<file path="config.mk">
export PLATFORM = sky130hd
export DESIGN_NAME = wb_queue
export DESIGN_NICKNAME = d
export VERILOG_FILES = /design/src/rtl/wb_queue.sv
export SDC_FILE = /design/constraint.sdc
export NUM_CORES = 1
export LEC_CHECK = 0
export BUFFER_PORTS_ARGS = -buffer_cell sky130_fd_sc_hd__buf_2
export CAP_MARGIN = 20
export CORE_MARGIN = 3
export CORE_UTILIZATION = 40
export CTS_CLUSTER_DIAMETER = 80
export DETAILED_ROUTE_END_ITERATION = 8
export MAX_ROUTING_LAYER = met4
export PLACE_DENSITY_LB_ADDON = 0.12
export SLEW_MARGIN = 10
export SYNTH_ARGS = -nofsm -noshare
export SYNTH_HDL_FRONTEND = slang
export SYNTH_SLANG_ARGS = --single-unit
</file>
<file path="constraint.sdc">
create_clock -name clk -period 6.8 [get_ports clk]
set_clock_uncertainty 0.05 [all_clocks]
set_input_delay 0.68 -clock clk [delete_from_list [all_inputs] [get_ports clk]]
set_output_delay 0.68 -clock clk [all_outputs]
set_load 0.005 [all_outputs]
</file>
<file path="src/rtl/wb_queue.sv">
// Write-back queue between execute and the register file: FIFO of {addr, data} results,
// drains one entry per cycle, forwards pending results and flags overflow.
module wb_queue #(
  parameter int unsigned DATA_W = 10,
  parameter int unsigned ADDR_W = 2,
  parameter int unsigned DEPTH  = 4
) (
  input  logic                   clk,
  input  logic                   rst,
  input  logic                   in_valid,
  input  logic [ADDR_W-1:0]      in_addr,
  input  logic [DATA_W-1:0]      in_data,
  output logic                   in_ready,
  input  logic                   wb_stall,
  output logic [(2**ADDR_W)-1:0] chosen,
  output logic                   w_en,
  output logic [DATA_W-1:0]      w_data,
  input  logic [ADDR_W-1:0]      rd_addr,
  output logic                   fwd_hit,
  output logic [DATA_W-1:0]      fwd_data,
  output logic                   err
);

  localparam int unsigned NREG  = 2 ** ADDR_W;
  localparam int unsigned PTR_W = $clog2(DEPTH);
  localparam int unsigned CNT_W = PTR_W + 1;

  logic [ADDR_W-1:0] addr_q [DEPTH];
  logic [DATA_W-1:0] data_q [DEPTH];
  logic [PTR_W-1:0]  wp_q, rp_q;
  logic [CNT_W-1:0]  count_q;
  logic              err_q;

  logic              push;
  logic [PTR_W-1:0]  idx;

  assign w_en     = (count_q != '0) && !wb_stall;
  // A full queue still accepts when the head leaves this same cycle.
  assign in_ready = (count_q < CNT_W'(DEPTH)) || w_en;
  assign push     = in_valid && in_ready;
  assign err      = err_q;

  always_comb begin
    chosen = '0;
    w_data = '0;
    if (w_en) begin
      chosen = NREG'(1) << addr_q[rp_q];
      w_data = data_q[rp_q];
    end
  end

  // Scan oldest to youngest so the youngest matching entry overrides older ones.
  always_comb begin
    fwd_hit  = 1'b0;
    fwd_data = '0;
    idx      = '0;
    for (int i = 0; i < DEPTH; i++) begin
      idx = rp_q + PTR_W'(i);
      if ((CNT_W'(i) < count_q) && (addr_q[idx] == rd_addr)) begin
        fwd_hit  = 1'b1;
        fwd_data = data_q[idx];
      end
    end
  end

  always_ff @(posedge clk) begin
    if (rst) begin
      wp_q    <= '0;
      rp_q    <= '0;
      count_q <= '0;
      err_q   <= 1'b0;
      for (int i = 0; i < DEPTH; i++) begin
        addr_q[i] <= '0;
        data_q[i] <= '0;
      end
    end else begin
      if (push) begin
        addr_q[wp_q] <= in_addr;
        data_q[wp_q] <= in_data;
        wp_q         <= wp_q + 1'b1;
      end
      if (w_en) begin
        rp_q <= rp_q + 1'b1;
      end
      if (push && !w_en) begin
        count_q <= count_q + 1'b1;
      end else if (!push && w_en) begin
        count_q <= count_q - 1'b1;
      end
      if (in_valid && !in_ready) begin
        err_q <= 1'b1;
      end
    end
  end

endmodule

</file>
; After elaboration in Yosys (flattened, before gate mapping)
; Memories as Yosys holds them, arrays and structs flattened. A register that Yosys moved wholly into a read port is not among the register bits.
; Index checks and enable logic that the tools add are counted.
[op_classes]
add_sub_neg = 6
n_lt_le_gt_ge = 5
n_eq_ne = 4
shift = 1
mux = 27
reduce_logical = 18
[ops]
columns = cell, count
row1 = two-way mux 10 bit, 6
row2 = two-way mux 2 bit, 7
row3 = two-way mux 1 bit, 11
row4 = OR reduction 10 bit, 1
row5 = logical AND 1 bit, 9
row6 = == test 2 bit, 4
row7 = less-than comparator 1 x 3 -> 1 bit (first input constant), 2
row8 = less-than comparator 2 x 3 -> 1 bit (first input constant), 2
row9 = two-way mux 3 bit, 2
row10 = adder 2 x 1 -> 2 bit (second input constant), 2
row11 = adder 2 bit (second input constant), 2
row12 = logical NOT 1 bit, 4
row13 = two-way mux 4 bit, 1
row14 = left shift 1 x 2 -> 4 bit (first input constant), 1
row15 = adder 3 x 1 -> 3 bit (second input constant), 1
row16 = less-than comparator 3 bit (second input constant), 1
row17 = nonzero test 3 bit, 1
row18 = subtractor 3 x 1 -> 3 bit (second input constant), 1
row19 = nonzero test 2 bit, 1
row20 = OR reduction 2 bit, 1
row21 = logical OR 1 bit, 1
[word_totals]
reg_bits = 8
ram_bits = 48
output_inout_bits = 28
mem_count = 2
[mem_list]
columns = name, words, word_bits, read_ports, rd_ports_with_merged_regs, write_ports, line
row1 = data_q, 4, 10, 4, 1, 4, 29  ; logic [DATA_W-1:0] data_q [DEPTH];
row2 = addr_q, 4, 2, 4, 1, 4, 28  ; logic [ADDR_W-1:0] addr_q [DEPTH];

; Longest topological paths before layout
[logic_depth]
ltp_word = 9
ltp_mapped = 9

; Worst setup path after synthesis
; Ideal clock, no wire load.
[synth_timing]
path_type = register to output
startpoint = register rp_q[0]
endpoint = output port fwd_data[0]
arrival_ns = 2.047
required_ns = 6.070
slack_ns = 4.023
stages_incl_launch_ff = 8
cell_sequence = dfxtp_1 -> buf_6 -> mux4_2 -> xor2_1 -> or3_4 -> buf_6 -> or3_1 -> o311a_1
[synth_via]
elab_chain_cells = 7
word_cells_on_any_way = 14
cone_classes = add/sub: 3 / eq/ne: 3 / mux: 3 / reduce/logical: 3 / memory: 2
[synth_lines]
columns = element, line
row1 = from (decl), 30  ; logic [PTR_W-1:0] wp_q, rp_q;
row2 = from (signal assigned), 83  ; rp_q <= rp_q + 1'b1;
row3 = adder 2 x 1 -> 2 bit, 58  ; idx = rp_q + PTR_W'(i);
row4 = memory read (4 x 2 bit), n/a
row5 = == test 2 bit, 59  ; if ((CNT_W'(i) < count_q) && (addr_q[idx] == rd_addr)) begin
row6 = logical AND 1 bit, 59
row7 = two-way mux 10 bit (2 in series), 59
row8 = two-way mux 10 bit (*), 59
row9 = to (decl), 20  ; output logic [DATA_W-1:0] fwd_data,
; Mark *: on every way between the ends. The rest lies on a longest branch, timed or not.

; Worst setup path after layout
; Ends and elaborated chain as after synthesis.

==> results.toml <==
[worst_setup_path]
arrival_ps = 3340
path_buf_inv = 1
critPathTopFamily = "flip-flops"
critPathKind = "reg -> out"
cp.depth = 6
startpoint_type = "flip-flop"
slowest_delay_ps = 1010
cp_cell_sequence = "mux4_1, xor2_1, or3_4, or2b_1, o311a_1, buf_2"
crit_path_start = "rp_q[0]$_SDFFE_PP0P_"
crit_required_ps = 6070
slowest_stage = "dfxtp_2"
r2r_start = "count_q[0]$_SDFFE_PP0P_"
crit_fanout = 38
reg2reg_depth = 7
end_kind = "output port"

[global_route]
grt_max_degree = 39
overflow = 0
grt_pass1_wl_um = 14800
grt_pass1_vias = 2676
track_usage_pct = 17.2
antenna_found_initial = 0

[floorplan]
die_w_um = 106
core_area_um2 = 9460
die_y_um = 106
initial_core_util_pct = 42.2
rows = 35
die_area_um2 = 11200
ios = 46

[synthesis]
synth-warning-count = 0
yosysSeqAreaShare_pct = 41.2
synth-edff-count = 48
syn_area_um2 = 3990
postSynthCellCount = 327
syn_nets = 350
synth-simple-area-share_pct = 17.7
synthFlopType = "edfxtp_1"
yosys.area_share.xor_xnor_pct = 3.07
synth_compound_area_share_pct = 4.27
ys_ff_latch = 58
async_reset_ff_share_pct = 0
synth_fa_ha_area_share_pct = 1.57
synthMuxAreaShare_pct = 27.7
synth.distinct_cells = 32
synth_top_family_by_area = "multiplexers"
avgSynthCellArea_um2 = 12.2

[clock_network]
post_cts_resized = 0
cts_max_path_buffers = 2
h-tree-depth = 3
cts_sinks = 58
clockRootBuffer = "clkbuf_8"
worstSkewPairLatency_ps = 330
cts_made_buffers = 9
postCtsHoldBufs = 0
path_clk_slew_ps = 70
post-cts-setup-buffer-count = 0
tritoncts = "yes"

[cells_and_area]
syn_to_final_growth_pct = 13.0
antenna_cells = 0
instances_no_fill = 497
layout_common_cells = "edfxtp_1 (48), nor2_1 (45), buf_2 (45), mux4_2 (44), and2_1 (32)"
layout.nets = 386
drive_above_1_share_pct = 30.4
mostFrequentLayoutCell = "edfxtp_1"

[place]
dp.cells = 480
portBuffers = 45
dpl.hpwl_um = 6770
place.gp.congestion = 0.820

[drt]
ant_nets = 0
wire_per_inst_um = 17.8
drt_iter0_markers = 123
vias = 2735
dr.pass1.iters = 4
vias_per_cell = 5.50
drc = 0
routed_wl_um = 8850

[power_and_ir_drop]
pwr-share-clk_pct = 21.6
p_leak_uw = 0.00174
ir_drop_mv = 0.120
p_sw_uw = 555
combPwrFrac_pct = 41.7
internal_power_uw = 1020
p_seq_share_pct = 36.7
p_sw_share_pct = 35.2
power.density_nw_per_um2 = 349

[outcome]
status = "completed"

[sta]
period_share_pct = 59.9
rsz0062_at_grt = "no"
setup_violations = 0
relSlewSlack_pct = 30.5
worstMarginPinSlew_ps = 1040
fmax_ghz = 0.246
hold_viol_final = 0
tns_ps = 0
min_period_ps = 4070
slew_viol_final = 0

[worst_hold_path]
min_from = "err$_SDFFE_PP0P_"
min_delay_path_depth = 2
hold_path_class = "reg -> reg"

[flow_run]
drv_cap = 0
==> tightest hold or removal path, cell delays in order, from the launching register on <==
cell and delay (ps):
dfxtp_1 330, a31oi_1 40, nor2_1 70
==> power groups by stage <==
stage                     Clock, uW  Combinational [uW]  Sequential [uW]
final                           340                 657              579
after global routing            356                 724              598
after CTS                       344                 659              582
after detailed placement          0                 655              590
after global placement            0                 648              583
after floorplan                   0                 585              480
==> metrics by stage <==
| step | hold WS (ps) | cell area (um^2) | util (%) | power (uW) | setup slack, ps |
|---|---|---|---|---|---|
| floorplan | 411 | 3990 | - | 1060 | 4020 |
| global placement | 400 | 4290 | 45.4 | 1230 | 3100 |
| detailed placement | 414 | 4290 | 45.4 | 1240 | 3050 |
| CTS | 429 | 4500 | 47.6 | 1580 | 2680 |
| global route | 479 | 4510 | 47.7 | 1680 | 2430 |
| finish | 419 | 4510 | 47.7 | 1580 | 2730 |
==> cells by family (layout without fill, tap and decap cells) <==
group                      after synthesis  in the layout
adders and majority gates                5              5
buffers and inverters                   43             84
AOI/OAI and AO/OA                       21             21
DFF                                     58             58
and+or+nand+nor                        137            137
xor gates and xnor gates                14             14
muxes                                   49             49
==> Yosys cell counts, types with 2 or more instances <==
library cell,count,share of area (%)
a21oi_1,4,0.50
and2_1,32,5.0
and3_1,3,0.47
buf_1,6,0.56
buf_2,4,0.50
buf_6,2,0.56
clkbuf_1,13,1.2
dfxtp_1,10,5.0
edfxtp_1,48,36
ha_1,5,1.6
inv_1,18,1.7
mux4_1,4,2.6
mux4_2,44,25
nand2_1,17,1.6
nand2b_1,12,1.9
nand4_1,10,1.6
nor2_1,45,4.2
nor3_1,3,0.38
o21ai_0,2,0.25
o21bai_1,2,0.38
o311a_1,10,2.5
or3_1,11,1.7
xnor2_1,6,1.3
xor2_1,8,1.8
==> final timing paths <==
kind / slack [ps] / endpoint
worst max register to register: 4470 / count_q[2]$_SDFFE_PP0P_
worst min register to register: 420 / err$_SDFFE_PP0P_
worst max-delay path: 2730 / fwd_data[0]
worst min-delay path: 420 / err$_SDFFE_PP0P_
==> sequential cells by signal (all words and copies together), names as in the netlist, named ones only <==
register and cells:
data_q 40, rp_q 2, wp_q 2, count_q 3, addr_q 8, err 1
==> area by class of cell <==
cell class / count / area, um^2
sequential: 58 / 1640
multi-input combinational: 226 / 2170
clock inverter: 7 / 83.8
tap: 129 / 161
inverter: 18 / 67.6
timing repair buffer: 50 / 263
clock buffer: 9 / 124
fill: 889 / 4950
==> layer usage <==
metal  GRT usage (%)  share of wire, %
met3            3.12               3.7
met5               -                 0
met4            4.44              0.97
met2            23.0                42
met1            26.7                53
No activity file was read; power rests on OpenSTA's default activity.
